### src/rtl/mem_pkg.sv
// Shared constants and types for the memory request master and its command FIFO.
package mem_pkg;
    localparam int MEM_WIDTH      = 8;
    localparam int MEM_DEPTH      = 32;
    localparam int MEM_ADDR_WIDTH = $clog2(MEM_DEPTH);

    typedef struct packed {
        logic                      wr_rd;
        logic [MEM_ADDR_WIDTH-1:0] addr;
        logic [MEM_WIDTH-1:0]      wdata;
    } cmd_t;

    typedef enum logic [1:0] {IDLE, ISSUE, WAIT} state_t;
endpackage

### src/rtl/cmd_fifo.sv
// Synchronous FIFO with wrap-around pointers; count carries one extra bit so
// full and empty are distinguishable.
module cmd_fifo #(
    parameter int DEPTH = 4,
    parameter int W     = 8
) (
    input  logic                     clk,
    input  logic                     rst,
    input  logic                     push,
    input  logic                     pop,
    input  logic [W-1:0]             wdata,
    output logic [W-1:0]             rdata,
    output logic                     full,
    output logic                     empty,
    output logic [$clog2(DEPTH):0]   count
);
    localparam int PW = $clog2(DEPTH);
    localparam logic [PW:0] FULL_CNT = DEPTH[PW:0];

    if (DEPTH < 2 || (DEPTH & (DEPTH - 1)) != 0) begin : g_bad_depth
        $error("cmd_fifo DEPTH must be a power of 2 and >= 2");
    end

    logic [W-1:0]  store [DEPTH];
    logic [PW-1:0] wptr, rptr;
    logic          do_push, do_pop;

    assign full    = (count == FULL_CNT);
    assign empty   = (count == '0);
    assign do_push = push && !full;
    assign do_pop  = pop && !empty;
    assign rdata   = store[rptr];

    always_ff @(posedge clk or posedge rst) begin
        if (rst) begin
            wptr  <= '0;
            rptr  <= '0;
            count <= '0;
        end else begin
            if (do_push) wptr <= wptr + 1'b1;
            if (do_pop)  rptr <= rptr + 1'b1;
            if (do_push && !do_pop)      count <= count + 1'b1;
            else if (!do_push && do_pop) count <= count - 1'b1;
        end
    end

    // Payload storage needs no reset: it is only read when count is non-zero.
    always_ff @(posedge clk) begin
        if (do_push) store[wptr] <= wdata;
    end
endmodule

### src/rtl/mem_req_master.sv
// Queues commands and issues each to the memory exactly once as a one-cycle strobe.
// Optional WAIT timeout with rsp_err output: define MEM_REQ_MASTER_TIMEOUT_EN.
module mem_req_master
    import mem_pkg::*;
#(
    parameter int WIDTH      = MEM_WIDTH,
    parameter int DEPTH      = MEM_DEPTH,
    parameter int ADDR_WIDTH = $clog2(DEPTH),
    parameter int FIFO_DEPTH = 4,
    parameter int TIMEOUT    = 15
) (
    input  logic                  clk,
    input  logic                  rst,
    input  logic                  cmd_valid,
    output logic                  cmd_ready,
    input  logic                  cmd_wr_rd,
    input  logic [ADDR_WIDTH-1:0] cmd_addr,
    input  logic [WIDTH-1:0]      cmd_wdata,
    output logic                  mem_valid,
    output logic                  mem_wr_rd,
    output logic [ADDR_WIDTH-1:0] mem_addr,
    output logic [WIDTH-1:0]      mem_wdata,
    input  logic                  mem_ready,
    input  logic [WIDTH-1:0]      mem_rdata,
    output logic                  rsp_valid,
    output logic [WIDTH-1:0]      rsp_rdata,
    output logic [ADDR_WIDTH-1:0] rsp_addr,
    output logic                  done,
`ifdef MEM_REQ_MASTER_TIMEOUT_EN
    output logic                  rsp_err,
`endif
    output logic                  busy
);
    // cmd_t is sized by the package, so overrides must track it.
    if (WIDTH != MEM_WIDTH || ADDR_WIDTH != MEM_ADDR_WIDTH || TIMEOUT < 1) begin : g_bad_cfg
        $error("mem_req_master parameters disagree with mem_pkg or TIMEOUT < 1");
    end

    localparam int CW = $clog2(FIFO_DEPTH) + 1;

    state_t        state;
    cmd_t          push_cmd, head;
    logic          full, empty, pop;
    logic [CW-1:0] count;

    assign push_cmd  = {cmd_wr_rd, cmd_addr, cmd_wdata};
    assign cmd_ready = !full;
    assign busy      = (state != IDLE) || (count != '0);

    // Pop on a fresh start from IDLE, or chained straight off a completion.
    assign pop = !empty && ((state == IDLE) || (state == WAIT && mem_ready));

    cmd_fifo #(
        .DEPTH (FIFO_DEPTH),
        .W     ($bits(cmd_t))
    ) u_fifo (
        .clk   (clk),
        .rst   (rst),
        .push  (cmd_valid),
        .pop   (pop),
        .wdata (push_cmd),
        .rdata (head),
        .full  (full),
        .empty (empty),
        .count (count)
    );

`ifdef MEM_REQ_MASTER_TIMEOUT_EN
    localparam int TW = $clog2(TIMEOUT + 1);
    logic [TW-1:0] wait_cnt;
`endif

    always_ff @(posedge clk or posedge rst) begin
        if (rst) begin
            state     <= IDLE;
            mem_valid <= 1'b0;
            mem_wr_rd <= 1'b0;
            mem_addr  <= '0;
            mem_wdata <= '0;
            rsp_valid <= 1'b0;
            rsp_rdata <= '0;
            rsp_addr  <= '0;
            done      <= 1'b0;
`ifdef MEM_REQ_MASTER_TIMEOUT_EN
            rsp_err   <= 1'b0;
            wait_cnt  <= '0;
`endif
        end else begin
            mem_valid <= 1'b0;
            rsp_valid <= 1'b0;
            done      <= 1'b0;
`ifdef MEM_REQ_MASTER_TIMEOUT_EN
            rsp_err   <= 1'b0;
`endif
            if (pop) begin
                mem_valid <= 1'b1;
                mem_wr_rd <= head.wr_rd;
                mem_addr  <= head.addr;
                mem_wdata <= head.wdata;
            end
            case (state)
                IDLE: if (pop) state <= ISSUE;
                ISSUE: begin
                    state <= WAIT;
`ifdef MEM_REQ_MASTER_TIMEOUT_EN
                    wait_cnt <= '0;
`endif
                end
                WAIT: begin
                    if (mem_ready) begin
                        done <= 1'b1;
                        if (!mem_wr_rd) begin
                            rsp_valid <= 1'b1;
                            rsp_rdata <= mem_rdata;
                            rsp_addr  <= mem_addr;
                        end
                        state <= pop ? ISSUE : IDLE;
                    end
`ifdef MEM_REQ_MASTER_TIMEOUT_EN
                    else if (wait_cnt == TW'(TIMEOUT)) begin
                        done    <= 1'b1;
                        rsp_err <= 1'b1;
                        if (!mem_wr_rd) begin
                            rsp_valid <= 1'b1;
                            rsp_rdata <= '0;
                            rsp_addr  <= mem_addr;
                        end
                        state <= IDLE;
                    end else begin
                        wait_cnt <= wait_cnt + 1'b1;
                    end
`endif
                end
                default: state <= IDLE;
            endcase
        end
    end
endmodule

### config.mk
export PLATFORM = sky130hd
export DESIGN_NAME = mem_req_master
export DESIGN_NICKNAME = d
export VERILOG_FILES = /design/src/rtl/mem_pkg.sv /design/src/rtl/cmd_fifo.sv /design/src/rtl/mem_req_master.sv
export SDC_FILE = /design/constraint.sdc
export NUM_CORES = 1
export LEC_CHECK = 0
export BUFFER_PORTS_ARGS = -buffer_cell sky130_fd_sc_hd__buf_4
export CORE_MARGIN = 2
export CORE_UTILIZATION = 50
export CTS_CLUSTER_DIAMETER = 120
export DETAILED_ROUTE_END_ITERATION = 7
export PLACE_DENSITY_LB_ADDON = 0.2
export SLEW_MARGIN = 20
export SYNTH_ARGS = -nofsm -noshare
export SYNTH_HDL_FRONTEND = slang
export SYNTH_HIERARCHICAL = 1
export SYNTH_SLANG_ARGS = --single-unit
### constraint.sdc
create_clock -name clk -period 3.3 [get_ports clk]
set_clock_uncertainty 0.15 [all_clocks]
set_input_delay 0.495 -clock clk [delete_from_list [all_inputs] [get_ports clk]]
set_output_delay 0.495 -clock clk [all_outputs]
set_load 0.005 [all_outputs]
* Word level (Yosys, flattened, before mapping)
Memories as Yosys holds them, arrays and structs flattened. A register that Yosys moved wholly into a read port is not among the register bits. Index checks and enable logic that the tools add are counted.
Word-level totals: register bits after elaboration 25, bits in latches 0, bits in writable memories 56, bits in read-only memories 0, input port bits 26, output and inout port bits 32, word-level logic and storage cells 53, memories 1
Memory list:
- u_fifo.store | depth 4, width 14, read ports 1, clocked after Yosys merged registers in 1, write ports 1, line cmd_fifo.sv:24 | logic [W-1:0] store [DEPTH];
Operators by class: $add $sub $neg 4, $mul 0, div/mod/pow operators 0, order comparisons 0, eq/ne operators 5, shifts and indexed selects 0, mux-type cells 14, bitwise operators 1, reductions and logical operators 19
Operators by type and width (count):
- $mux W1 | 9
- $logic_and A1 B1 Y1 | 6
- $mux W3 | 2
- $pmux W2 S3 | 1
- $add A2 B1 Y2 const B | 2
- $logic_not A1 Y1 | 4
- $mux W2 | 2
- $ne A2 B2 Y1 const B | 2
- $reduce_bool A2 Y1 | 2
- $add A3 B1 Y3 const B | 1
- $eq A3 B3 Y1 const B | 1
- $logic_not A3 Y1 | 1
- $reduce_and A3 Y1 | 1
- $reduce_bool A3 Y1 | 1
- $sub A3 B1 Y3 const B | 1
- $eq A2 B1 Y1 const B | 1
- $eq A2 B2 Y1 const B | 1
- $logic_not A2 Y1 | 1
- $logic_or A1 B1 Y1 | 2
- $reduce_and A2 Y1 | 1
- $not A1 Y1 | 1

* Logic depth before layout (Yosys ltp)
word-level depth 8, gate-level depth with buffers 10, gate-level depth less buffers 9

* Cells and area by module
The synthesis kept the hierarchy.
Modules (own cells, without submodules):
- cmd_fifo | instances 1, cells an instance 109, area an instance 2479.9 µm², seq. area each 1856.8 µm²
- mem_req_master | instances 1, cells an instance 74, area an instance 1262.5 µm², seq. area each 800.8 µm²

* Worst setup path before layout
Ideal clock, no wire load.
path kind register to register, from reg u_fifo.count[0], to reg u_fifo.count[1], setup time 0.125 ns, arrival 2.195 ns, data required time 3.025 ns, slack 0.830 ns, stages on the path, launching flop included 9, buffers on the path 1, period minus slack after synthesis 2.470 ns, path through dfrtp_1 -> nor3_1 -> a211oi_2 -> buf_6 -> nand2b_1 -> ha_1 -> inv_1 -> fa_1 -> mux2_2
On the way: longest elaborated chain between the ends 7, elaborated cells between the ends (all ways) 16, those cells by class 2 x add/sub; 1 x eq/ne; 2 x mux; 11 x reduce/logical
Ends and longest elaborated chain:
- start: declaration | line cmd_fifo.sv:15 | output logic [$clog2(DEPTH):0] count
- start signal: assignment | line cmd_fifo.sv:42 | if (do_push && !do_pop) count <= count + 1'b1;
- start signal: assignment | line cmd_fifo.sv:43 | else if (!do_push && do_pop) count <= count - 1'b1;
- $logic_not A3 Y1 * | line cmd_fifo.sv:29 | assign empty = (count == '0);
- named net empty | line mem_req_master.sv:43 | logic full, empty, pop;
- $logic_not A1 Y1 * | line mem_req_master.sv:51 | assign pop = !empty && ((state == IDLE) || (state == WAIT && mem_ready));
- $logic_and A1 B1 Y1 * | line mem_req_master.sv:51
- named net pop | line mem_req_master.sv:43
- $logic_and A1 B1 Y1 * | line cmd_fifo.sv:31 | assign do_pop = pop && !empty;
- $logic_not A1 Y1 | line cmd_fifo.sv:42
- $logic_and A1 B1 Y1 | line cmd_fifo.sv:42
- $mux W3 / $reduce_bool A2 Y1 (equally long branches)
The timed path passes the listed nets; every way through them passes the cells marked *. The select of a mux whose other input is x is not followed. A chain may end at the register's enable or synchronous reset.

* Worst setup path in the final report
from reg u_fifo.count[0], to reg u_fifo.count[2]
On the way: longest elaborated chain between the ends 7, elaborated cells between the ends (all ways) 16, those cells by class 2 x add/sub; 1 x eq/ne; 2 x mux; 11 x reduce/logical
Ends and longest elaborated chain (line):
- $logic_not A3 Y1 * | cmd_fifo.sv:29
- named net empty | mem_req_master.sv:43
- $logic_not A1 Y1 * | cmd_fifo.sv:31, mem_req_master.sv:51
- $logic_and A1 B1 Y1 | mem_req_master.sv:51
- $logic_and A1 B1 Y1 * | cmd_fifo.sv:31
- $logic_not A1 Y1 | cmd_fifo.sv:42
- $logic_and A1 B1 Y1 | cmd_fifo.sv:42
- $mux W3 / $reduce_bool A2 Y1 (equally long branches)
Marked as above.

==> impl_results.md <==
* Post-Syn Area at 3742 sq um
* Arr. time, crit path at 2490 ps
* CP startpoint kind: register
* Fin crit share at 71.95%
* CP Cell Sequence: nor3_1, a211oi_2, nand2b_1, ha_1, inv_1, fa_1, xor2_1, nor2_1, xor2_1
* Setup ws final at 925.6 ps
* #FFs+latches synth at 95
* Peak supply drop at 0.0004382 V
* Final WL at 5869 um
* Root Driver: clkbuf_8
* Core area at 7253 sq um
* Clk pin slew, worst setup/hold paths at 80 ps
* Routed Antenna Nets at 0
* Syn nets at 215
* TNS Setup at 0 ps
* Initial antenna violation count at 0
* Worst path required time at 3420 ps
* Worst-skew pair later-pin latency at 350 ps
* Relative slew slack at 39.66%
* CP Capture Type: register
* Grt ovf at 0
* Kind of critical path: register to register
* PwrDens at 894.8 nW/um^2
* Ports at 58
* YS warnings at 6
* Worst-Margin Slew at 904.1 ps
* Bufs on Longest Clock Path at 2
* FMAX at 421.2 MHz
* Distinct cells, synth at 26
* P_leak at 1.745 nW
* Port bufs at 57
* Global-route wire length before repair at 9597 um
* Post-CTS setup buffer count at 0
* # diodes at 0
* Die area at 8193 sq um
* Fill count at 554
* DRC at 0
* Die X at 90.52 um
* Starting Density at 51.60%
* Placed cell area at 4227 sq um
* Total vias in the final route at 1769
* Die Y at 90.52 um
* Status: complete, no violations
* Layout cells sized above 1 at 48.62%
* Total GRT Usage at 15.61%
* Row Count at 31
* Worst Hold Class: input pin to register
* Critical path's slowest cell: dfrtp_1
* Max cap viols at 0
* Max FO, Critical Path at 5
* Vias/cell at 5.026
* Seq/Total Area, Yosys at 71.01%
* Nets at 280
* DR WL/cell at 16.67 um
* Fin crit period at 2374 ps
* # setup viols final at 0
* Area Growth Syn to Fin at 17.55%
* Number of buffers created by CTS at 9
* Power, Total at 3.937 mW
* Fin area at 4399 sq um
* Cell mode on critical path: xor2_1
* Vias in the first global route at 1872
* Max incr delay on CP at 470 ps
* Unrepaired setup endpoints after global routing: false
* DP Worst Slack at 955.7 ps
* First-pass iteration count of the detailed router at 4
* Pin count of the biggest net entering global routing at 25
* # clock sinks at 95
* Mean Syn Cell Area at 20.45 sq um
* GPL Wtd Cong at 0.7219
* Post-DP HPWL at 3835 um
* Slew Viols, Final at 0
* Hold Fails Final Rpt at 0
* Worst R2R Setup Slack at 930 ps
* CTS tree: done
* # H-tree levels at 3
* Post-Syn Instances at 183
* Initial DRC Count at 85
critical path: cells and delay by family, from the launching register on:
family,cells,cell delay [ps]
buffers and inverters,1,60
and+or+nand+nor,3,660
DFF,1,470
AOI/OAI and AO/OA,1,90
xor gates and xnor gates,2,310
adders and majority gates,2,560
sequential cells by signal, indices dropped and copies added, names as in the netlist:
register      flops
u_fifo/store     56
u_fifo/count      3
rsp_addr          5
u_fifo/rptr       2
mem_valid         1
rsp_rdata         8
mem_wdata         8
mem_addr          5
rsp_valid         1
u_fifo/wptr       2
state             2
done              1
mem_wr_rd         1
per-layer routing:
metal	vias up	GRT usage (%)	part of all wire, %
li1	818	-	-
met5	-	0	0
met1	886	21.01	44
met3	11	3.589	4.8
met2	54	24.56	49
met4	0	6.923	2.0
cells by family (layout without fill, tap and decap cells):
group,Yosys count,count (layout),share of synthesized area (%)
AOI/OAI and AO/OA,2,2,0.5350
DFF,95,95,71.01
muxes,44,44,18.56
buffers and inverters,14,84,3.109
adders and majority gates,6,6,2.207
xor gates and xnor gates,6,6,1.404
and+or+nand+nor,16,16,3.176
cells in the mapped netlist (all sizes together):
| library cell | n | area (sq um) |
|---|---|---|
| nor3 | 2 | 10.01 |
| fa | 1 | 20.02 |
| xor2 | 2 | 17.52 |
| inv | 7 | 26.28 |
| dfrtp | 39 | 975.9 |
| a211oi | 2 | 20.02 |
| nand2b | 1 | 6.260 |
| buf | 7 | 90.08 |
| mux4 | 14 | 319.1 |
| nand2 | 1 | 3.750 |
| nor2 | 3 | 11.26 |
| and3b | 1 | 8.760 |
| xnor2 | 4 | 35.03 |
| and2 | 4 | 30.03 |
| ha | 5 | 62.56 |
| nand3b | 1 | 7.510 |
| mux2 | 30 | 375.4 |
| edfxtp | 56 | 1682 |
| nor2b | 2 | 22.52 |
| nor3b | 1 | 18.77 |
layout make-up:
type                    instances  area, sq um  area share [%]
clock buffers                  14        152.6           3.470
clock inverters                 2        10.01          0.2275
inverters                       7        26.28          0.5973
multi-input cells              74        968.4           22.01
flip-flops and latches         95         2658           60.41
well taps                      99        123.9           2.816
repair buffers                 61        460.4           10.47
cell usage in the layout (no fill, tap or decap), types with 2 or more instances in the layout:
cell | synthesis | layout
and2_2 | 4 | 4
buf_4 | 0 | 60
clkbuf_1 | 0 | 4
clkbuf_8 | 0 | 10
clkinv_2 | 0 | 2
dfrtp_1 | 39 | 39
edfxtp_1 | 56 | 56
ha_1 | 5 | 5
inv_1 | 7 | 7
mux2_2 | 20 | 20
mux2_4 | 10 | 10
mux4_2 | 13 | 13
nor2_1 | 3 | 3
nor3_1 | 2 | 2
xnor2_1 | 4 | 4
xor2_1 | 2 | 2
power breakdown:
part           switching, mW  internal (mW)
Clock                  0.358          0.294
Combinational          0.535          0.850
Sequential             0.237           1.66
Total                   1.13           2.81
through the flow:
step,std cells,hold slack (ps),util [%]
floorplan,183,148.4,-
global placement,335,308.7,58.27
detailed placement,335,321.3,58.27
CTS,352,173.5,60.65
global route,352,174.8,60.65
finish,352,191.0,60.65
repair_timing:
action,in CTS,in global routing
gates resized for setup,0,0
hold endpoints to repair,7,0
hold buffers,1,0
final timing paths:
check | start | depth (start not counted) | end
setup / recovery | u_fifo/count[0]$_DFFE_PP0P_ | 9 | u_fifo/count[2]$_DFFE_PP0P_
hold / removal | cmd_wdata[2] | 1 | u_fifo/store[2][2]$_DFFE_PP_
setup reg to reg | u_fifo/count[0]$_DFFE_PP0P_ | 9 | u_fifo/count[2]$_DFFE_PP0P_
hold reg to reg | rsp_addr[2]$_DFFE_PP0P_ | 1 | rsp_addr[2]$_DFFE_PP0P_
max in group asynchronous | rst | 4 | state[1]$_DFFE_PP0P_
min in group asynchronous | rst | 3 | u_fifo/rptr[0]$_DFFE_PP0P_
Note: power is estimated with default switching activity, not from simulation.
